## src/rtl/mem_pkg.sv

```systemverilog
// Shared memory-stage encodings: access widths,
// exception codes and data-cache FSM states.
package mem_pkg;

  localparam logic [1:0] W_BYTE = 2'b00;
  localparam logic [1:0] W_HALF = 2'b10;
  localparam logic [1:0] W_WORD = 2'b11;

  localparam logic [6:0] EXP_NONE = 7'h00;
  localparam logic [6:0] EXP_ALE  = 7'h09;

  typedef enum logic [1:0] {
    S_IDLE = 2'd0,
    S_REQ  = 2'd1,
    S_WAIT = 2'd2
  } state_t;

  // Width 01 is handled like a word.
  function automatic logic misaligned(
    input logic [1:0] width,
    input logic [1:0] lane
  );
    logic m;
    m = (lane != 2'b00);
    if (width == W_BYTE) m = 1'b0;
    if (width == W_HALF) m = lane[0];
    return m;
  endfunction

endpackage

```

## src/rtl/load_align_ext.sv

```systemverilog
// Load lane select plus sign/zero extension.
// i_width/i_lane/i_signed/i_rdata in, o_data out.
module load_align_ext
  import mem_pkg::*;
(
  input  logic [1:0]  i_width,
  input  logic [1:0]  i_lane,
  input  logic        i_signed,
  input  logic [31:0] i_rdata,
  output logic [31:0] o_data
);

  logic [31:0] w_sh;
  logic        w_sb;
  logic        w_sh16;

  assign w_sh   = i_rdata >> {i_lane, 3'b000};
  assign w_sb   = i_signed & w_sh[7];
  assign w_sh16 = i_signed & w_sh[15];

  always_comb begin
    o_data = i_rdata;
    unique case (i_width)
      W_BYTE:  o_data = {{24{w_sb}}, w_sh[7:0]};
      W_HALF:  o_data = {{16{w_sh16}}, w_sh[15:0]};
      W_WORD:  o_data = i_rdata;
      default: o_data = i_rdata;
    endcase
  end

endmodule

```

## src/rtl/dcache_req_ctrl.sv

```systemverilog
// Memory-stage data-cache port sequencer.
// req_* in, cache valid/op/addr/data out, resp_* back.
module dcache_req_ctrl
  import mem_pkg::*;
#(
  parameter int TAG_W    = 20,
  parameter int INDEX_W  = 6,
  parameter int OFFSET_W = 6
) (
  input  logic                clk,
  input  logic                rstn,
  input  logic                req_valid,
  output logic                req_ready,
  input  logic                req_write,
  input  logic [1:0]          req_width,
  input  logic                req_signed,
  input  logic [31:0]         req_addr,
  input  logic [31:0]         req_wdata,
  input  logic [4:0]          req_rd,
  input  logic [6:0]          req_exp,
  input  logic                flush,
  output logic                valid,
  output logic                op,
  output logic [TAG_W-1:0]    tag,
  output logic [INDEX_W-1:0]  index,
  output logic [OFFSET_W-1:0] offset,
  output logic [3:0]          write_type,
  output logic [31:0]         w_data_CPU,
  input  logic                addr_valid,
  input  logic                data_valid,
  input  logic [31:0]         r_data_CPU,
  output logic                resp_valid,
  output logic [4:0]          resp_rd,
  output logic [31:0]         resp_data,
  output logic [6:0]          resp_exp,
  output logic                stall_because_cache
);

  state_t      r_state, w_next;
  logic [31:0] r_addr;
  logic        r_write;
  logic [1:0]  r_width;
  logic        r_signed;
  logic [4:0]  r_rd;
  logic [3:0]  r_wt;
  logic [31:0] r_wd;
  logic        r_drop;
  logic        r_rv;
  logic [4:0]  r_rrd;
  logic [31:0] r_rdata;
  logic [6:0]  r_rexp;

  logic        w_acc, w_bad, w_go, w_err;
  logic        w_done, w_drop;
  logic [3:0]  w_wt;
  logic [31:0] w_wd, w_ld;

  assign w_acc = req_valid & (r_state == S_IDLE);
  assign w_bad = (req_exp != EXP_NONE)
               | misaligned(req_width, req_addr[1:0]);
  assign w_go  = w_acc & ~flush & ~w_bad;
  assign w_err = w_acc & ~flush & w_bad;

  assign w_done = (r_state == S_REQ & addr_valid & data_valid)
                | (r_state == S_WAIT & data_valid);
  // A flush in the completing cycle also drops the result.
  assign w_drop = r_drop | flush;

  always_comb begin
    w_next = r_state;
    unique case (r_state)
      S_IDLE:  if (w_go) w_next = S_REQ;
      S_REQ:   if (addr_valid)
                 w_next = data_valid ? S_IDLE : S_WAIT;
      S_WAIT:  if (data_valid) w_next = S_IDLE;
      default: w_next = S_IDLE;
    endcase
  end

  always_comb begin
    w_wt = 4'b1111;
    w_wd = req_wdata;
    unique case (req_width)
      W_BYTE: begin
        w_wt = 4'b0001 << req_addr[1:0];
        w_wd = {4{req_wdata[7:0]}};
      end
      W_HALF: begin
        w_wt = 4'b0011 << req_addr[1:0];
        w_wd = {2{req_wdata[15:0]}};
      end
      default: w_wt = 4'b1111;
    endcase
    if (!req_write) w_wt = 4'b0000;
  end

  load_align_ext u_ext (
    .i_width  (r_width),
    .i_lane   (r_addr[1:0]),
    .i_signed (r_signed),
    .i_rdata  (r_data_CPU),
    .o_data   (w_ld)
  );

  always_ff @(posedge clk or negedge rstn) begin
    if (!rstn) begin
      r_state  <= S_IDLE;
      r_addr   <= '0;
      r_write  <= 1'b0;
      r_width  <= '0;
      r_signed <= 1'b0;
      r_rd     <= '0;
      r_wt     <= '0;
      r_wd     <= '0;
      r_drop   <= 1'b0;
      r_rv     <= 1'b0;
      r_rrd    <= '0;
      r_rdata  <= '0;
      r_rexp   <= '0;
    end else begin
      r_state <= w_next;
      if (w_go) begin
        r_addr   <= req_addr;
        r_write  <= req_write;
        r_width  <= req_width;
        r_signed <= req_signed;
        r_rd     <= req_rd;
        r_wt     <= w_wt;
        r_wd     <= w_wd;
        r_drop   <= 1'b0;
      end else if (r_state != S_IDLE && flush) begin
        r_drop <= 1'b1;
      end
      r_rv    <= 1'b0;
      r_rrd   <= '0;
      r_rdata <= '0;
      r_rexp  <= '0;
      if (w_err) begin
        r_rv   <= 1'b1;
        r_rrd  <= req_write ? 5'd0 : req_rd;
        r_rexp <= (req_exp != EXP_NONE) ? req_exp : EXP_ALE;
      end
      if (w_done && !w_drop) begin
        r_rv    <= 1'b1;
        r_rrd   <= r_write ? 5'd0 : r_rd;
        r_rdata <= r_write ? 32'd0 : w_ld;
      end
    end
  end

  assign req_ready  = (r_state == S_IDLE);
  assign valid      = (r_state == S_REQ);
  assign op         = r_write;
  assign tag        = r_addr[31 -: TAG_W];
  assign index      = r_addr[OFFSET_W +: INDEX_W];
  assign offset     = r_addr[OFFSET_W-1:0];
  assign write_type = r_wt;
  assign w_data_CPU = r_wd;
  assign resp_valid = r_rv;
  assign resp_rd    = r_rrd;
  assign resp_data  = r_rdata;
  assign resp_exp   = r_rexp;
  assign stall_because_cache = (r_state != S_IDLE);

endmodule
```

## config.mk

```make
export PLATFORM = sky130hd
export DESIGN_NAME = dcache_req_ctrl
export DESIGN_NICKNAME = d
export VERILOG_FILES = /design/src/rtl/mem_pkg.sv /design/src/rtl/load_align_ext.sv /design/src/rtl/dcache_req_ctrl.sv
export SDC_FILE = /design/constraint.sdc
export NUM_CORES = 1
export LEC_CHECK = 0
export ABC_CLOCK_PERIOD_IN_PS = 2350
export CAP_MARGIN = 20
export CORE_MARGIN = 3
export CORE_UTILIZATION = 44
export CTS_CLUSTER_SIZE = 8
export DETAILED_ROUTE_END_ITERATION = 16
export PLACE_DENSITY = 0.81
export SETUP_SLACK_MARGIN = 0.5
export SKIP_CTS_REPAIR_TIMING = 1
export SLEW_MARGIN = 40
export SYNTH_ARGS = -nofsm -noshare
export SYNTH_HDL_FRONTEND = slang
export SYNTH_HIERARCHICAL = 1
export SYNTH_SLANG_ARGS = --single-unit
```

## constraint.sdc

```tcl
create_clock -name clk -period 2.35 [get_ports clk]
set_input_delay 0.5875 -clock clk [delete_from_list [all_inputs] [get_ports clk]]
set_output_delay 0.5875 -clock clk [all_outputs]
set_load 0.02 [all_outputs]
```

==> results.json <==
{
  "unrepaired_setup_endpoints_after_global_routing": "true",
  "fp-row-count": 41,
  "final.period_utilization_pct": 83.7,
  "place.detailed.hpwl_mm": 12.1,
  "critPathSlowestCell": "sky130_fd_sc_hd__dfrtp_2",
  "drt_wl_total_mm": 18.5,
  "static-leakage-power_nw": 6.60,
  "finalInstanceArea_um2": 9900,
  "proportion_of_netlist_area_held_by_the_largest_area_contributor_pct": 53.8,
  "postSynth.asyncResetShare_pct": 100,
  "finClkSkew_ps": 7.42,
  "rr_endpoint": "r_addr[12]",
  "crit_fanout": 7,
  "place_area_um2": 8520,
  "detail_route.drc_violations": 0,
  "cts.reportedPaths.clkPinSlew_ps": 50,
  "ff2ff_path_depth": 6,
  "synth.area.top_cells": "sky130_fd_sc_hd__dfrtp_1 54%, sky130_fd_sc_hd__mux2_2 15%, sky130_fd_sc_hd__and2_1 4.1%",
  "r2r_setup_slack_ps": 380,
  "cts.path.max_buffers": 2,
  "synthesis.area_um2": 5810,
  "ctsHtreeMaxLevel": 4,
  "syn_to_final_growth_pct": 70.4,
  "place_inst": 868,
  "post_synth_edffs": 0,
  "tritoncts": "done",
  "dr.pass1.iters": 4,
  "placement.io_buffers": 234,
  "drive_above_1_share_pct": 27.6,
  "headroom_to_the_max_slew_limit_pct": 65.0,
  "global_route_wire_length_before_repair_mm": 25.9,
  "synth_top_cell_by_area": "sky130_fd_sc_hd__dfrtp_1",
  "synth_seq_area_share_pct": 53.8,
  "core_area_um2": 12800,
  "gr-usage-all-layers_pct": 22.7,
  "clock_latency_ps": 410,
  "setup.worst_path.start_class": "flip-flop",
  "via_per_instance_ratio": 5.22,
  "detail_route.wl_per_cell_um": 20.0,
  "die_y_um": 121,
  "path_class": "flip-flop to flip-flop",
  "floorplan.initialDensity_pct": 45.5,
  "mostFrequentLayoutCells": "128 x sky130_fd_sc_hd__dlymetal6s2s_1, 122 x sky130_fd_sc_hd__dfrtp_1, 103 x sky130_fd_sc_hd__clkdlybuf4s50_1",
  "timing.critical_path.from": "r_state[0]",
  "worstPathCellList": "buf_6, nor4b_4, o2111ai_4, buf_12, clkbuf_16, mux2_4",
  "grt_remaining_overflow": 0,
  "endpoint": "r_addr[12]",
  "design.die.area_um2": 14600,
  "crit-reg2reg-launch": "r_state[0]",
  "via_count": 4816,
  "cp_required_ps": 2630,
  "first_global_vias": 5015,
  "routabilityCongestion": 0.928,
  "numCtsBuffers": 17,
  "design.final.nets": 856,
  "worstPathArrival_ps": 2250,
  "run_status": "complete, no violations",
  "antenna_left": 0,
  "critPathCaptureType": "flip-flop",
  "period_minus_slack_ps": 1970,
  "final_common_cell": "sky130_fd_sc_hd__dlymetal6s2s_1",
  "dieWidth_um": 121,
  "type_of_the_tightest_min_delay_check": "primary input to async pin",
  "ios": 235,
  "ys_dominant_reg_cell": "sky130_fd_sc_hd__dfrtp_1",
  "synthesis.area_per_instance_um2": 12.6,
  "pwr_density_cell_nw_per_um2": 546,
  "max_slew.worst_pin.slew_ps": 524,
  "yosys_warnings": 6,
  "hold_viol": 0,
  "final_max_slew_viol_count": 0,
  "synthesis.instances": 460,
  "worst_path_largest_cell_delay_ps": 410,
  "layout.cells.non_filler": 923,
  "synth-seq-cells": 125,
  "grt_antenna_before_repair": 2,
  "yosys.cell_types.count": 45,
  "clock_sinks": 125,
  "peakVddDrop_mv": 0.516,
  "library_cell_used_as_clock_root_buffer": "sky130_fd_sc_hd__clkbuf_16",
  "hold_slack_ps": 200,
  "max-cap-violations": 0,
  "drt-initial-drc-count": 259,
  "grt_start_max_net_pins": 84,
  "mappedNetlistNets": 578,
  "final-setup-viol-count": 0,
  "timing.fmax_mhz": 508
}
[layer usage]
layer | global-route usage [%] | part of all wire (%) | vias to the layer above
met5 | 0 | 0 | -
met3 | 9.00 | 7.3 | 28
met2 | 38.2 | 52 | 200
li1 | - | - | 2185
met1 | 26.0 | 38 | 2403
met4 | 8.78 | 2.3 | 0
[critical path, delay by kind of cell (launching register included)]
family / cells / cell delay (ps)
buffers and inverters: 3 / 520
flip-flops: 1 / 410
AND/OR/NAND/NOR: 1 / 370
multiplexers: 1 / 300
AO/OA/AOI/OAI: 1 / 250
[cell type report]
cell class | instances | area [um^2]
timing repair buffer | 289 | 3350
sequential | 125 | 3130
fill | 726 | 2870
multi-input combinational | 295 | 2600
clock buffer | 24 | 502
tap | 172 | 215
clock inverter | 6 | 60.1
inverter | 10 | 37.5
antenna | 2 | 5.00
[cell usage after synthesis, types with 2 or more instances]
library cell                instances
sky130_fd_sc_hd__buf_1              2
sky130_fd_sc_hd__o211a_1            7
sky130_fd_sc_hd__a2bb2oi_1          2
sky130_fd_sc_hd__dfrtp_1          125
sky130_fd_sc_hd__a22o_1             6
sky130_fd_sc_hd__inv_1              9
sky130_fd_sc_hd__buf_2              5
sky130_fd_sc_hd__mux2_2            75
sky130_fd_sc_hd__o21ai_0           20
sky130_fd_sc_hd__o21ba_2            2
sky130_fd_sc_hd__a32o_1             5
sky130_fd_sc_hd__mux2_4            15
sky130_fd_sc_hd__o2bb2ai_1          6
sky130_fd_sc_hd__o21ai_1           10
sky130_fd_sc_hd__o21a_1             3
sky130_fd_sc_hd__nand3b_1           7
sky130_fd_sc_hd__nor2b_1            9
sky130_fd_sc_hd__mux2i_1           19
sky130_fd_sc_hd__nand2b_1           2
sky130_fd_sc_hd__nand2_1           37
sky130_fd_sc_hd__a21oi_1            3
sky130_fd_sc_hd__buf_6              4
sky130_fd_sc_hd__and2_1            38
sky130_fd_sc_hd__clkbuf_1          18
sky130_fd_sc_hd__and3b_1            2
sky130_fd_sc_hd__nor2_1             3
sky130_fd_sc_hd__o31ai_1            8
[state kept, by name, summed over array words and instances (netlist names), 2 cells and up]
signal,cells
r_addr,32
r_rd,5
resp_data,32
r_state,2
resp_rd,5
resp_exp,7
w_data_CPU,32
write_type,4
r_width,2
[cell families (layout without fill, tap and decap cells)]
logic type,after synthesis,count (layout),share of synthesized area [%]
flops,125,125,53.8
mux,110,110,22.1
simple gates,105,105,10.3
compound gates,80,80,10.5
buf+inv,40,329,3.27
other cells,0,2,0
[worst min-delay path by stage]
stage          startpoint    endpoint  slack [ps]  cells past startpoint
6_report             rstn   r_addr[6]         200                      2
5_1_grt              rstn   r_addr[6]         230                      2
3_3_place_gp      r_rd[3]  resp_rd[3]         470                      1
2_1_floorplan        rstn          op         290                      0
4_1_cts              rstn   r_addr[6]         240                      2
3_5_place_dp      r_rd[3]  resp_rd[3]         480                      1
[stage by stage]
stage	utilization, %	TNS, ps	setup WS [ps]	power, W
global placement	66.7	-1570	-60.9	0.00293
finish	77.5	0	382	0.00541
CTS	71.1	-174	-140	0.00543
detailed placement	66.7	-4020	-121	0.00295
global route	77.5	0	316	0.00561
floorplan	-	0	383	0.00251
[where the power goes]
part	internal (W)	total (W)	switching (W)
Sequential	0.00220	0.00223	0.0000289
Clock	0.00158	0.00248	0.000905
Combinational	0.000386	0.000696	0.000310
Note: power is estimated with default switching activity, not from simulation.
